## config.mk

```make
export PLATFORM = sky130hd
export DESIGN_NAME = id_hazard_ctrl
export DESIGN_NICKNAME = d
export VERILOG_FILES = /design/src/rtl/id_pkg.sv /design/src/rtl/id_scoreboard.sv /design/src/rtl/id_hazard_ctrl.sv
export SDC_FILE = /design/constraint.sdc
export NUM_CORES = 1
export LEC_CHECK = 0
export ABC_AREA = 1
export CAP_MARGIN = 20
export CELL_PAD_IN_SITES_DETAIL_PLACEMENT = 2
export CELL_PAD_IN_SITES_GLOBAL_PLACEMENT = 2
export CORE_MARGIN = 3
export CORE_UTILIZATION = 24
export CTS_BUF_LIST = sky130_fd_sc_hd__clkbuf_4
export DETAILED_ROUTE_END_ITERATION = 6
export PLACE_DENSITY = 0.83
export REMOVE_ABC_BUFFERS = 1
export SLEW_MARGIN = 20
export SYNTH_ARGS = -nofsm -noshare
export SYNTH_HDL_FRONTEND = slang
export SYNTH_HIERARCHICAL = 1
export SYNTH_SLANG_ARGS = --single-unit
```

## constraint.sdc

```tcl
create_clock -name i_clk -period 3.1 [get_ports i_clk]
set_clock_uncertainty 0.1 [all_clocks]
set_input_delay 0.62 -clock i_clk [delete_from_list [all_inputs] [get_ports i_clk]]
set_output_delay 0.62 -clock i_clk [all_outputs]
set_load 0.01 [all_outputs]
```

## src/rtl/id_pkg.sv

```systemverilog
// Shared types and helpers for the decode-stage issue controller.
package id_pkg;

  localparam int NUM_REGS = 32;

  typedef logic [4:0] reg_idx_t;

  typedef enum logic [1:0] {
    RUN   = 2'd0,
    HOLD  = 2'd1,
    FLUSH = 2'd2
  } hz_state_t;

  // One-hot register mask; x0 never produces a bit, so it can never be pending.
  function automatic logic [NUM_REGS-1:0] idx_mask(input reg_idx_t idx, input logic en);
    logic [NUM_REGS-1:0] one_s;
    one_s = {{(NUM_REGS-1){1'b0}}, 1'b1};
    if (en && (idx != 5'd0)) begin
      idx_mask = one_s << idx;
    end else begin
      idx_mask = {NUM_REGS{1'b0}};
    end
  endfunction

endpackage

```

## src/rtl/id_scoreboard.sv

```systemverilog
// Pending-writeback scoreboard: one bit per architectural register.
// Reads see the writeback clear of the current cycle when WB_BYPASS is set.
module id_scoreboard
  import id_pkg::*;
#(
  parameter bit WB_BYPASS = 1'b1
) (
  input  logic                i_clk,
  input  logic                i_reset_n,
  input  logic                i_setEn,
  input  reg_idx_t            i_setIdx,
  input  logic                i_clrEn,
  input  reg_idx_t            i_clrIdx,
  input  reg_idx_t            i_rs1,
  input  reg_idx_t            i_rs2,
  input  reg_idx_t            i_rd,
  output logic [NUM_REGS-1:0] o_pending,
  output logic                o_rs1Pend,
  output logic                o_rs2Pend,
  output logic                o_rdPend
);

  logic [NUM_REGS-1:0] pend_q;
  logic [NUM_REGS-1:0] pend_d;
  logic [NUM_REGS-1:0] set_mask_s;
  logic [NUM_REGS-1:0] clr_mask_s;
  logic [NUM_REGS-1:0] eff_s;

  // Next pending vector (set beats clear on the same bit) and bypassed read view.
  always_comb begin
    set_mask_s = idx_mask(i_setIdx, i_setEn);
    clr_mask_s = idx_mask(i_clrIdx, i_clrEn);
    pend_d     = (pend_q & ~clr_mask_s) | set_mask_s;
    pend_d[0]  = 1'b0;
    if (WB_BYPASS) begin
      eff_s = pend_q & ~clr_mask_s;
    end else begin
      eff_s = pend_q;
    end
    o_rs1Pend = eff_s[i_rs1];
    o_rs2Pend = eff_s[i_rs2];
    o_rdPend  = eff_s[i_rd];
  end

  // Pending-vector register with synchronous reset.
  always_ff @(posedge i_clk) begin
    if (!i_reset_n) begin
      pend_q <= {NUM_REGS{1'b0}};
    end else begin
      pend_q <= pend_d;
    end
  end

  assign o_pending = pend_q;

endmodule

```

## src/rtl/id_hazard_ctrl.sv

```systemverilog
// Decode-stage issue controller: hazard detection against the scoreboard,
// issue/stall/bubble/kill generation, redirect FSM and saturating stall counter.
module id_hazard_ctrl
  import id_pkg::*;
#(
  parameter bit          WB_BYPASS = 1'b1,
  parameter int unsigned CNT_W     = 32
) (
  input  logic                i_clk,
  input  logic                i_reset_n,
  input  logic                i_idValid,
  input  reg_idx_t            i_rs1,
  input  reg_idx_t            i_rs2,
  input  logic                i_rs1Used,
  input  logic                i_rs2Used,
  input  reg_idx_t            i_rd,
  input  logic                i_regWrite,
  input  logic                i_exReady,
  input  logic                i_flush,
  input  logic                i_wbValid,
  input  reg_idx_t            i_wbReg,
  output logic                o_issue,
  output logic                o_stall,
  output logic                o_bubble,
  output logic                o_kill,
  output logic [NUM_REGS-1:0] o_pending,
  output logic [CNT_W-1:0]    o_stallCnt
);

  hz_state_t        state_q;
  logic [CNT_W-1:0] cnt_q;
  logic             rs1_pend_s;
  logic             rs2_pend_s;
  logic             rd_pend_s;
  logic             hazard_s;
  logic             in_flush_s;
  logic             issue_s;
  logic             stall_s;

  id_scoreboard #(
    .WB_BYPASS (WB_BYPASS)
  ) u_sb (
    .i_clk     (i_clk),
    .i_reset_n (i_reset_n),
    .i_setEn   (issue_s & i_regWrite),
    .i_setIdx  (i_rd),
    .i_clrEn   (i_wbValid),
    .i_clrIdx  (i_wbReg),
    .i_rs1     (i_rs1),
    .i_rs2     (i_rs2),
    .i_rd      (i_rd),
    .o_pending (o_pending),
    .o_rs1Pend (rs1_pend_s),
    .o_rs2Pend (rs2_pend_s),
    .o_rdPend  (rd_pend_s)
  );

  // Hazard and issue decisions; same-cycle so a hazard stalls with no latency.
  always_comb begin
    in_flush_s = (state_q == FLUSH);
    hazard_s   = (i_rs1Used & rs1_pend_s) | (i_rs2Used & rs2_pend_s) | (i_regWrite & rd_pend_s);
    issue_s    = i_idValid & ~hazard_s & i_exReady & ~i_flush & ~in_flush_s;
    stall_s    = i_idValid & ~issue_s & ~i_flush & ~in_flush_s;
  end

  assign o_issue    = issue_s;
  assign o_stall    = stall_s;
  assign o_bubble   = ~issue_s;
  assign o_kill     = i_flush | in_flush_s;
  assign o_stallCnt = cnt_q;

  // Redirect/hold FSM and saturating stall-cycle counter.
  always_ff @(posedge i_clk) begin
    if (!i_reset_n) begin
      state_q <= RUN;
      cnt_q   <= {CNT_W{1'b0}};
    end else begin
      if (stall_s && (cnt_q != {CNT_W{1'b1}})) begin
        cnt_q <= cnt_q + CNT_W'(1);
      end else begin
        cnt_q <= cnt_q;
      end
      if (i_flush) begin
        state_q <= FLUSH;
      end else begin
        case (state_q)
          RUN:     state_q <= stall_s ? HOLD : RUN;
          HOLD:    state_q <= (issue_s || !i_idValid) ? RUN : HOLD;
          FLUSH:   state_q <= RUN;
          default: state_q <= RUN;
        endcase
      end
    end
  end

endmodule

```

-- After elaboration in Yosys (flattened, before gate mapping)
Index checks and enable logic that the tools add are counted.
- flip-flop bits (word level): 66
- output and inout bits: 68
- add/sub/neg operators: 1
- magnitude comparators: 3
- equal/unequal tests: 3
- shifts and indexed selects: 2
- mux-type cells: 12
- bitwise gates (word level): 22
- reductions and logical operators: 9
- operators with widths (cell ; number):
    32-bit two-way mux ; 2
    1-bit by 5-bit << shifter with 32-bit output (first input constant) ; 2
    32-bit by 1-bit adder with 32-bit output (second input constant) ; 1
    32-bit AND ; 1
    32-bit != test (second input constant) ; 1
    32-bit inverter ; 1
    32-bit OR ; 1
    5-bit by 6-bit less-than comparator with 1-bit output (second input constant) ; 3
    1-bit binary-select mux with 5-bit select ; 3
    1-bit AND ; 11
    5-bit nonzero test ; 2
    1-bit two-way mux ; 5
    1-bit inverter ; 5
    1-bit logical AND ; 3
    1-bit OR ; 3
    2-bit by 1-bit equality test with 1-bit output (second input constant) ; 1
    2-bit equality test (second input constant) ; 1
    2-bit logical NOT ; 1
    2-bit two-way mux ; 1
    1-bit one-hot mux with 2 select lines ; 1
    2-bit OR reduction ; 1
    1-bit logical NOT ; 1
    1-bit logical OR ; 1

-- Logic depth before layout (Yosys ltp)
Gate-level depths: netlist (run 1).
- word-level depth: 22
- mapped depth: 27
- mapped depth without buffers: 25

-- Hierarchy
The synthesis (run 1) kept the hierarchy.
- modules (own cells, without submodules) (module ; instances ; cells each ; area each (um^2)):
    id_scoreboard ; 1 ; 476 ; 2529.9
    id_hazard_ctrl ; 1 ; 378 ; 2294.7

-- Worst setup path after synthesis (run 1)
No wires, ideal clock.
- path type: input port to flip-flop
- start: in i_wbReg[3]
- end: reg u_sb.pend_q[9] (netlist: u_sb/o_pending[9])
- setup time: 70 ps
- arrival: 3068 ps
- required time: 2930 ps
- path slack: -138 ps
- stages: 27
- buffers on the path: 2
- path through: clkbuf_2 -> inv_1 -> nand2_1 -> nor2_2 -> nand2_1 -> nand2_1 -> nand2_1 -> nand3_1 -> nand2_1 -> nor2_1 -> nor2_1 -> nor2_1 -> nand2_1 -> nand2_1 -> inv_1 -> nand2_1 -> inv_1 -> nor2_1 -> nand2_1 -> nor2_1 -> inv_1 -> nor2_1 -> o21ai_0 -> nor2_1 -> buf_2 -> nand2_1 -> a21oi_1
- RTL lines (element ; RTL line ; source):
    from (decl) ; id_hazard_ctrl.sv:21 ; input reg_idx_t i_wbReg,
    5-bit nonzero test ; id_pkg.sv:18 ; if (en && (idx != 5'd0)) begin
    1-bit logical AND ; id_pkg.sv:18 ;
    32-bit two-way mux * ; id_pkg.sv:18 ;
    32-bit inverter * ; id_scoreboard.sv:36 ; eff_s = pend_q & ~clr_mask_s;
    32-bit AND * ; id_scoreboard.sv:36 ;
    1-bit binary-select mux with 5-bit select * ; id_scoreboard.sv:42 ; o_rdPend = eff_s[i_rd];
    1-bit two-way mux (implied by the code) * ; id_scoreboard.sv:42 ;
    named net rd_pend_s ; id_hazard_ctrl.sv:34 ; logic rd_pend_s;
    1-bit AND * ; id_hazard_ctrl.sv:61 ; hazard_s = (i_rs1Used & rs1_pend_s) | (i_rs2Used & rs2_pend_s) | (i_regWrite & rd_pend_s);
    1-bit OR * ; id_hazard_ctrl.sv:61 ;
    1-bit inverter * ; id_hazard_ctrl.sv:62 ; issue_s = i_idValid & ~hazard_s & i_exReady & ~i_flush & ~in_flush_s;
    1-bit AND * (4 in series) ; id_hazard_ctrl.sv:62 ;
    named net o_issue ; id_hazard_ctrl.sv:22 ; output logic o_issue,
    1-bit AND * ; id_hazard_ctrl.sv:45 ; .i_setEn (issue_s & i_regWrite),
    1-bit logical AND * ; id_pkg.sv:18 ;
    32-bit two-way mux * ; id_pkg.sv:18 ;
    32-bit OR * ; id_scoreboard.sv:33 ; pend_d = (pend_q & ~clr_mask_s) | set_mask_s;
    to (signal assigned) ; id_scoreboard.sv:48 ; pend_q <= {NUM_REGS{1'b0}};
    to (signal assigned) ; id_scoreboard.sv:50 ; pend_q <= pend_d;
    to (decl) ; id_scoreboard.sv:23 ; logic [NUM_REGS-1:0] pend_q;
The timed path passes the listed nets; every way through them passes the cells marked *. The select of a mux whose other input is x is not followed.
A chain may end at the register's enable or synchronous reset.

-- Worst setup path in the final report (run 1)
- start: in i_wbReg[2]
- end: reg u_sb.pend_q[13] (netlist: u_sb/o_pending[13])
- cells in the longest elaborated chain, start to end: 19
- RTL lines (element ; RTL line ; source):
    5-bit nonzero test ; id_pkg.sv:18 ;
    1-bit logical AND ; id_pkg.sv:18 ;
    32-bit two-way mux * ; id_pkg.sv:18 ;
    32-bit inverter * ; id_scoreboard.sv:36 ;
    32-bit AND * ; id_scoreboard.sv:36 ;
    1-bit binary-select mux with 5-bit select * ; id_scoreboard.sv:41 ; o_rs2Pend = eff_s[i_rs2];
    1-bit two-way mux (implied by the code) * ; id_scoreboard.sv:41 ;
    named net rs2_pend_s ; id_hazard_ctrl.sv:33 ; logic rs2_pend_s;
    1-bit AND * ; id_hazard_ctrl.sv:61 ;
    1-bit OR * (2 in series) ; id_hazard_ctrl.sv:61 ;
    1-bit inverter * ; id_hazard_ctrl.sv:62 ;
    1-bit AND * (4 in series) ; id_hazard_ctrl.sv:62 ;
    1-bit AND * ; id_hazard_ctrl.sv:45 ;
    1-bit logical AND * ; id_pkg.sv:18 ;
    32-bit two-way mux * ; id_pkg.sv:18 ;
    32-bit OR * ; id_scoreboard.sv:33 ;
Marked as above.

==> results.md, run 1 <==
* Outcome: finished with violations
* Failing checks: setup timing
* CTS tree: yes
* PD cells at 262 nW/um^2
* Critical Path Source Type: input port
* P_leak at 0.00331 uW
* First-pass GRT wire length at 45.5 mm
* 1st-iter DRT viols at 574
* Crit path from: i_wbReg[2]
* Die width at 148 um
* Worst path max stage delay at 0.45 ns
* Overall Power at 2120 uW
* Combinational Power Share at 0.240
* Pins Over Slew Limit at 0
* Final worst slack at -0.813 ns
* Layout Nets at 1090
* Routed vias/inst at 5.61
* Placed inst area at 6680 um^2
* Top cells by count, synth: 314 x nand2_1, 135 x nor2_1, 95 x nand3_1
* Most common cell in the netlist: nand2_1
* FILL cells at 2310
* Area grow syn2layout at 68.0%
* CP required at 3.40 ns
* Fin Setup TNS at -31.34 ns
* FF+latch count, synth at 65
* Int Pwr at 1330 uW
* Post-synthesis sequential area ratio at 0.270
* Yosys cell types at 30
* # IOs at 97
* WS Path Type: input port to flip-flop
* Antenna violations before repair at 2
* Number of max-cap violations at 0
* GP Congestion at 0.954
* Initial core utilization at 0.246
* Yosys warnings at 6
* H-tree depth at 3
* CTS buffer count at 9
* Top_reg_cell synth: dfxtp_1
* Reg area at 1300 um^2
* Die height at 148 um
* DR vias at 7473
* Largest net degree at the start of global routing at 32
* DRC errors left at 0
* Worst slew pin tran at 0.977 ns
* Antenna Violating Nets Remaining at 0
* Hold Crit Start: state_q[1]$_SDFF_PN0_
* Initial DRT Pass Iterations at 5
* Top cell type's share of synthesized area at 0.270
* Mean Syn Cell Area at 5.65 um^2
* Synth area leaders: dfxtp_1 27%, nand2_1 24%, nor2_1 11%, nand3_1 9.9%, inv_1 5.4%
* Clock power frac at 0.362
* Clock root cell: clkbuf_4
* VDD IR max at 0.140 mV
* GRT Resource Usage Total at 0.271
* Clock transition at path regs at 0.12 ns
* CORE AREA at 19600 um^2
* CP Max Fanout at 6
* Worst Hold Class: flip-flop to flip-flop
* Total Wirelength at 38.6 mm
* Hold_buf cts at 0
* Port buffer count at 95
* Highest clock rate at 0.256 GHz
* Crit-path slowest cell: nor3_2
* Vias in the first global route at 7533
* EDFF count, synth at 0
* Critical path arrival at 4.21 ns
* Area occupied by multi-input gates at 3860 um^2
* Crit path top cell by count: buf_6
* Longest Clk Path Bufs at 2
* R2r startpoint: u_sb/o_pending[11]$_SDFF_PN0_
* Drt wl/cell at 29.0 um
* Total net switching power at 793 uW
* Switch share at 0.373
* Area leader, netlist: dfxtp_1
* Post-Syn Instances at 854
* Layout cell share with drive strength beyond 1 at 0.335
* Dpl hpwl at 20.1 mm
* Worst hold slack at 0.357 ns
* Overflow after GRT at 0
* # rows at 51
* Clock sink count at 65
* Max_slew headroom at 0.343
* Crit share post-route at 1.26
* Post-route minimum period at 3.91 ns
* Clk_lat worst skew at 0.54 ns
* Sequential share of power at 0.398
* CP Capture Type: flip-flop
* Die area at 21800 um^2
* Unrepaired setup endpoints after global routing: yes
* Synthesized area at 4820 um^2
* Design Area, Final at 8110 um^2
* Synth async-reset ratio at 0
* Final hold vios at 0
* Setup-failing EPs final at 67
path summary, 6_finish.rpt:
check	end	slack, ns	depth (start not counted)
max	u_sb/o_pending[13]$_SDFF_PN0_	-0.81	29
max reg2reg	u_sb/o_pending[13]$_SDFF_PN0_	-0.42	25
min	state_q[0]$_SDFF_PP0_	0.36	1
min reg2reg	state_q[0]$_SDFF_PP0_	0.36	1
metrics by stage:
stage,utilization,setup WS (ns),std cells
floorplan,-,-0.157,829
global placement,0.341,-1.09,1280
detailed placement,0.341,-1.25,1280
CTS,0.373,-0.140,1309
global route,0.414,-0.861,1331
finish,0.414,-0.813,1331
metal layers:
layer / share of wire / routed length, um / vias up / GRT usage
li1: - / - / 3114 / -
met4: 0.086 / 3310 / 2 / 0.152
met2: 0.47 / 18100 / 443 / 0.466
met1: 0.37 / 14200 / 3682 / 0.322
met3: 0.077 / 2960 / 232 / 0.0399
met5: 0.00034 / 13 / - / 0
area by class of cell:
cell class                 count  area share
timing repair buffer         220       0.260
multi-input combinational    687       0.476
clock inverter                 7      0.0105
clock buffer                   9     0.00834
tap                          265      0.0409
antenna                        1    0.000309
sequential                    65       0.161
inverter                      77      0.0434
critical path: cells and delay by family:
family / cells / cell delay (ns)
and+or+nand+nor: 15 / 2.08
buffers and inverters: 12 / 1.28
AOI/OAI and AO/OA: 2 / 0.20
sequential cells by signal, summed over array words and instances, names as in the netlist:
register	count
state_q	2
u_sb/o_pending	31
o_stallCnt	32
kinds of logic after synthesis:
group,count (synthesis),share of synthesized area
fa+ha+maj,1,0.00259
flops,65,0.270
simple gates,589,0.515
xor+xnor,14,0.0254
other cells,1,0.000777
buf+inv,102,0.0910
compound gates,82,0.0957
power by group through the flow:
stage               registers (uW)  logic [uW]  clock network, uW
floorplan                      861         135                  0
global placement               862         327                  0
detailed placement             862         339                  0
CTS                            843         385                715
global route                   845         525                806
finish                         844         511                769
layout by cell type (no fill, tap or decap), types with 9 or more instances in the layout:
cell type,count
nor2_1,108
xor2_1,9
nand3_2,21
nand2_4,30
nand2_2,50
a21oi_2,35
inv_1,57
buf_6,27
dfxtp_1,65
a21oi_1,24
nand3_1,70
clkdlybuf4s50_1,79
nand2_1,250
nor2_2,14
clkbuf_4,9
nand4_1,13
nor2_4,20
buf_12,9
buf_4,94
what timing repair did:
item / 4_1_cts / 5_1_grt
gates resized for setup: 178 / 165
buffers inserted: 13 / 21
gates cloned: 0 / 1
pin swaps: 40 / 65
setup endpoints to repair: 67 / 61
endpoints found under the hold margin: 0 / 0
Note: power is estimated with default switching activity, not from simulation.
==> inputs of run 2 (changes only) <==
- CORE_UTILIZATION: 24 -> 29
- PLACE_DENSITY: 0.83 -> 0.93
- clock period: 3.1 -> 5.08 ns (I/O delays scaled with it)
==> results.md, run 2 (synthesis gave the netlist of run 1 again) <==
* Antenna violations before repair at 1 (-1)
* Total Wirelength at 32.3 mm (-16%)
* Overflow after GRT at 0 (unchanged)
* Wl on met1 at 12.3 mm (-14%)
* Metal2 WL at 15.4 mm (-15%)
* Clock sink count at 65 (unchanged)
* PD cells at 180 nW/um^2 (-31%)
* H-tree depth at 3 (unchanged)
* Max_slew headroom at 0.552 (+0.209)
* CP required at 3.96 ns (+0.56 ns)
* P_leak at 0.00258 uW (-22%)
* Placed Cells at 1179 (-7.9%)
* Unrepaired setup endpoints after global routing: no
* CORE AREA at 16100 um^2 (-18%)
* R2r startpoint: u_sb/o_pending[29]$_SDFF_PN0_
* Cells on worst reg2reg path at 22 (-12%)
* Crit path from: i_wbValid
* Clk_lat worst skew at 0.48 ns (-0.06 ns)
* Initial DRT Pass Iterations at 5 (unchanged)
* Worst Hold Class: flip-flop to flip-flop
* Clock root cell: clkbuf_4
* Worst Setup EP: o_bubble
* Highest clock rate at 0.207 GHz
* Critical Path Source Type: input port
* WS Path Type: input port to output pin
* Metal3 WL at 2.43 mm (-18%)
* Die height at 135 um (-8.7%)
* DRC errors left at 0 (unchanged)
* 1st-iter DRT viols at 507 (-12%)
* Initial core utilization at 0.300 (+0.0542)
* Longest Clk Path Bufs at 2 (unchanged)
* Die area at 18200 um^2 (-17%)
* GRT Resource Usage Total at 0.354 (+0.0832)
* Layout cell share with drive strength beyond 1 at 0.122 (-0.213)
* Hold_buf cts at 0 (unchanged)
* Routed vias/inst at 5.74 (+2.3%)
* DR top layer: met4
* CP Max Fanout at 8 (+2)
* GP Congestion at 0.970 (+1.7%)
* Largest register FFs at 32 (unchanged)
* Setup-failing EPs final at 0 (-100%)
* CTS buffer count at 9 (unchanged)
* Critical path arrival at 3.72 ns (-0.49 ns)
* R2r endpoint: u_sb/o_pending[13]$_SDFF_PN0_
* Pins Over Slew Limit at 0 (unchanged)
* Vias in the first global route at 7836 (+4.0%)
* Final hold vios at 0 (unchanged)
* Largest net degree at the start of global routing at 32 (unchanged)
* Most frequent cells in the layout: 305 x nand2_1, 128 x nor2_1, 92 x nand3_1
* DR vias at 6876 (-8.0%)
* CP Capture Type: output pin
* VDD IR max at 0.114 mV (-19%)
* CTS tree: yes
* Antenna Violating Nets Remaining at 0 (unchanged)
* Worst hold slack at 0.362 ns (+0.00489 ns)
* Outcome: finished clean
* # IOs at 97 (unchanged)
* Drt wl/cell at 27.0 um (-6.9%)
* Die width at 135 um (-8.7%)
* Clock transition at path regs at 0.13 ns (about the same)
* # rows at 46 (-9.8%)
* Layout Nets at 1006 (-7.7%)
* R2R setup slack at 1.42 ns (+1.84 ns)
* Most common cell after layout, fill and taps aside: nand2_1
* Crit share post-route at 0.953
* Dpl hpwl at 20.7 mm (+3.1%)
* Finished Layout Cells at 1197 (-10%)
* Port buffer count at 95 (unchanged)
* Worst slew pin tran at 0.666 ns (-0.310 ns)
* Number of max-cap violations at 0 (unchanged)
* First-pass GRT wire length at 48.5 mm (+6.5%)
* Area grow syn2layout at 34.0%
* Post-route minimum period at 4.84 ns
==> run 2: cell count changes in the layout (fill, tap and decap cells not counted), sizes merged <==
| cell | change |
|---|---|
| dlymetal6s2s | +3 |
| clkdlybuf4s50 | +8 |
| clkdlybuf4s15 | -4 |
| dlygate4sd2 | +2 |
| buf | -92 |
| inv | -1 |
| clkbuf | +1 |
| clkinv | -2 |
==> run 2: what timing repair did <==
| item | 4_1_cts | 5_1_grt |
|---|---|---|
| resized for setup | 22 | 15 |
| buffers inserted | 1 | 1 |
| endpoints found under the setup margin | 3 | 4 |
| endpoints found under the hold margin | 0 | 0 |
| pin swaps | 1 | 1 |
==> run 2: per-stage QoR <==
stage	util	setup TNS [ns]	power [uW]	area (um^2)	worst slack (ns)
6_report	0.403	0	1160	6470	0.240
2_1_floorplan	-	0	608	4670	1.43
4_1_cts	0.400	0	1140	6420	0.0401
5_1_grt	0.403	0	1200	6470	0.0775
3_3_place_gp	0.387	-0.108	701	6210	-0.0523
3_5_place_dp	0.387	-0.892	712	6210	-0.237
==> run 2: worst min-delay path by stage <==
stage | start | endpoint | slack (ns) | depth (start not counted)
6_report | state_q[1]$_SDFF_PN0_ | state_q[0]$_SDFF_PP0_ | 0.36 | 1
5_1_grt | state_q[1]$_SDFF_PN0_ | state_q[0]$_SDFF_PP0_ | 0.39 | 1
4_1_cts | state_q[1]$_SDFF_PN0_ | state_q[0]$_SDFF_PP0_ | 0.35 | 1
3_5_place_dp | state_q[1]$_SDFF_PN0_ | state_q[0]$_SDFF_PP0_ | 0.33 | 1
3_3_place_gp | state_q[1]$_SDFF_PN0_ | state_q[0]$_SDFF_PP0_ | 0.30 | 1
2_1_floorplan | state_q[1]$_SDFF_PN0_ | state_q[0]$_SDFF_PP0_ | 0.30 | 1
==> run 2: critical path: stages <==
cell and delay [ns]:
clkdlybuf4s50_1 0.53, nand2_2 0.12, clkinvlp_4 0.22, nand3_1 0.14, nand2_2 0.22, nor2_1 0.13, nor2_1 0.19, nand2_1 0.11
nand3_1 0.08, nand3_1 0.10, nand2_1 0.10, inv_1 0.04, nand2_1 0.07, inv_1 0.05, nor2_1 0.10, nand2_1 0.10
nor2_2 0.13, inv_1 0.09, dlymetal6s2s_1 0.18
==> run 2: area by class of cell <==
cell class,instances,area (um^2)
multi-input combinational,687,3170
antenna,1,2.50
sequential,65,1300
inverter,77,293
clock inverter,4,68.8
timing repair buffer,136,1280
clock buffer,11,82.6
tap,216,270
fill,1958,9590
==> run 2: report_power, final <==
group / internal, uW / total (uW) / switching (uW) / leakage (uW)
sequential: 512 / 514 / 2.54 / 0.000524
clock: 206 / 442 / 237 / 0.0000844
combinational: 64.5 / 205 / 140 / 0.00197
total: 782 / 1160 / 379 / 0.00258
==> run 2: routing by layer <==
metal / vias up / global-route usage
li1: 2943 / -
met1: 3381 / 0.396
met2: 395 / 0.614
met3: 157 / 0.0704
met4: 0 / 0.222
met5: - / 0
==> inputs of run 3 (changes only) <==
- ABC_AREA: 1 -> 0
- CAP_MARGIN: 20 -> 10
- CORE_UTILIZATION: 29 -> 32
- HOLD_SLACK_MARGIN: not set -> 0.08
- PLACE_DENSITY: 0.93 -> 0.92
==> results.md, run 3 <==
* CP required at 3.96 ns (about the same)
* Yosys cell types at 68 (+130%)
* Initial core utilization at 0.330 (+0.0293)
* Worst path max stage delay at 0.46 ns (-0.07 ns)
* GRT Resource Usage Total at 0.317 (-0.0366)
* Layout cell share with drive strength beyond 1 at 0.215 (+0.0929)
* Most common cell in the netlist: dfxtp_1
* Number of max-cap violations at 0 (unchanged)
* Synth async-reset ratio at 0 (unchanged)
* GP Congestion at 1.05 (+8.1%)
* Setup-failing EPs final at 1 (+1)
* Critical path arrival at 4.05 ns (+0.33 ns)
* Max_slew headroom at 0.251 (-0.300)
* Critical path buffer and inverter count at 5 (-1)
* Most common cell after layout, fill and taps aside: buf_4
* Vias in the first global route at 6028 (-23%)
* CTS tree: yes
* Clock transition at path regs at 0.16 ns (+0.03 ns)
* R2R setup slack at 0.81 ns (-0.61 ns)
* Clock sink count at 65 (unchanged)
* Placed Cells at 883 (-25%)
* First-pass GRT wire length at 36.5 mm (-25%)
* Setup WS pre-CTS at -0.724 ns (-0.487 ns)
* Most frequent cells in the layout: 93 x buf_4, 85 x clkdlybuf4s50_1, 65 x dfxtp_1
* Top_reg_cell synth: dfxtp_1
* Longest Clk Path Bufs at 2 (unchanged)
* Largest register FFs at 32 (unchanged)
* DRC errors left at 0 (unchanged)
* FF+latch count, synth at 65 (unchanged)
* Routed vias/inst at 6.64 (+16%)
* # IOs at 97 (unchanged)
* Synthesized area at 4380 um^2 (-9.1%)
* Mean Syn Cell Area at 7.80 um^2 (+38%)
* DR vias at 6013 (-13%)
* CP Capture Type: output pin
* CTS buffer count at 9 (unchanged)
* Port buffer count at 95 (unchanged)
* Crit share post-route at 1.02 (+0.0638)
* Post-route minimum period at 5.16 ns (+0.324 ns)
* Outcome: finished with violations
* Area grow syn2layout at 44.4%
* Crit path top cell by count: buf_4
* Die height at 123 um (-8.8%)
* Post-Syn Instances at 562 (-34%)
* Synth area leaders: dfxtp_1 30%, mux2i_1 4.6%, nand2_1 4.5%, a21boi_0 3.8%, a21oi_1 3.7%
* Top cell type's share of synthesized area at 0.297 (+0.0271)
* Antenna violations before repair at 0 (-1)
* VDD IR max at 0.129 mV (+13%)
* Crit-path slowest cell: clkdlybuf4s50_1
* Antenna Violating Nets Remaining at 0 (unchanged)
* Fin Setup TNS at -0.0842 ns (-0.0842 ns)
* Total Wirelength at 28.3 mm (-12%)
* Highest clock rate at 0.194 GHz (-6.3%)
* Die area at 15100 um^2 (-17%)
* Critical path cell sequence: clkdlybuf4s50_1 > buf_4 > xor2_1 > nor2_1 > a211oi_2 > a31oi_1 > a21o_1 > a32oi_2 > a22oi_2 > buf_4 > buf_4 > a311oi_4 > clkdlybuf4s15_1
* Final hold vios at 0 (unchanged)
* H-tree depth at 3 (unchanged)
* Finished Layout Cells at 906 (-24%)
* CP Max Fanout at 8 (unchanged)
* EDFF count, synth at 0 (unchanged)
* Layout Nets at 754 (-25%)
* Clk_lat worst skew at 0.49 ns (about the same)
* CORE AREA at 13300 um^2 (-17%)
* Largest delay share family, worst path: compound AO/OA/AOI/OAI gates
* # rows at 42 (-8.7%)
* Top cells by count, synth: 65 x dfxtp_1, 53 x nand2_1, 32 x a21oi_1
* Overall Power at 1060 uW (-8.5%)
* Worst slew pin tran at 1.12 ns (+0.451 ns)
* Largest net degree at the start of global routing at 51 (+59%)
* Dpl hpwl at 17.9 mm (-14%)
* Final worst slack at -0.0842 ns (-0.324 ns)
* Yosys warnings at 6 (unchanged)
* Area leader, netlist: dfxtp_1
* Clock root cell: clkbuf_4
* Unrepaired setup endpoints after global routing: yes
* Worst Hold Class: flip-flop to flip-flop
* Pins Over Slew Limit at 0 (unchanged)
* Post-synthesis sequential area ratio at 0.297 (+0.0271)
* Worst hold slack at 0.387 ns (+0.0253 ns)
* Overflow after GRT at 0 (unchanged)
* Critical Path Source Type: input port
* P_leak at 0.00215 uW (-17%)
* Initial DRT Pass Iterations at 5 (unchanged)
* Drt wl/cell at 31.2 um (+16%)
* 1st-iter DRT viols at 634 (+25%)
* PD cells at 168 nW/um^2 (-6.5%)
* Die width at 123 um (-8.8%)
* Failing checks: setup timing
* WS Path Type: input port to output pin
==> run 3: where the power goes <==
part           internal (uW)  leakage (uW)  switching, uW
sequential               511      0.000524           1.64
clock                    103     0.0000652            235
combinational           89.0       0.00156            123
==> run 3: routing by layer <==
layer | GRT usage | vias up | part of all wire
li1 | - | 2453 | -
met1 | 0.401 | 2977 | 0.39
met2 | 0.524 | 430 | 0.47
met3 | 0.0540 | 153 | 0.081
met4 | 0.154 | 0 | 0.060
met5 | 0 | - | 0
==> run 3: logic make-up after synthesis <==
kind of cell,count (synthesis),synth area share
buffers and inverters,48,0.0488
AO/OA/AOI/OAI,164,0.248
flip-flops,65,0.297
other,1,0.000855
XOR/XNOR,3,0.00599
adder cells (fa/ha/maj),1,0.00285
multiplexers,27,0.0636
AND/OR/NAND/NOR,253,0.333
==> run 3: worst reg2reg max path: cells and delay by family (launching register included) <==
kind	cells	cell delay (ns)
compound gates	7	1.73
mux	1	0.42
flops	1	0.51
buf+inv	3	0.60
simple gates	2	0.85
==> run 3: worst paths after layout <==
check                                                    from                     endpoint  cells past startpoint
worst min register to register          state_q[1]$_SDFF_PN0_        state_q[0]$_SDFF_PP0_                      1
worst max register to register  u_sb/o_pending[30]$_SDFF_PN0_  o_stallCnt[21]$_SDFFE_PN0P_                     13
worst max-delay path                                  i_rd[0]                      o_stall                     13
worst min-delay path                    state_q[1]$_SDFF_PN0_        state_q[0]$_SDFF_PP0_                      1
==> run 3: area by class of cell <==
class / count / area [um^2]
clock buffers: 10 / 75.1
flip-flops and latches: 65 / 1300
repair buffers: 190 / 1650
fillers: 1435 / 6960
inverters: 9 / 37.5
well taps: 176 / 220
multi-input cells: 449 / 3010
clock inverters: 6 / 35.0
diodes: 1 / 2.50
==> run 3: timing repair <==
item                                    4_1_cts  5_1_grt
endpoints found under the setup margin       29        3
buffers inserted                              4        2
resized for setup                            28       34
pin swaps                                     5        8
hold buffers                                  0        0
hold endpoints to repair                      0        0
==> run 3: stage by stage <==
stage / area (um^2) / util
finish: 6330 / 0.476
global route: 6330 / 0.476
CTS: 6250 / 0.470
detailed placement: 6060 / 0.455
global placement: 6060 / 0.455
floorplan: 4200 / -
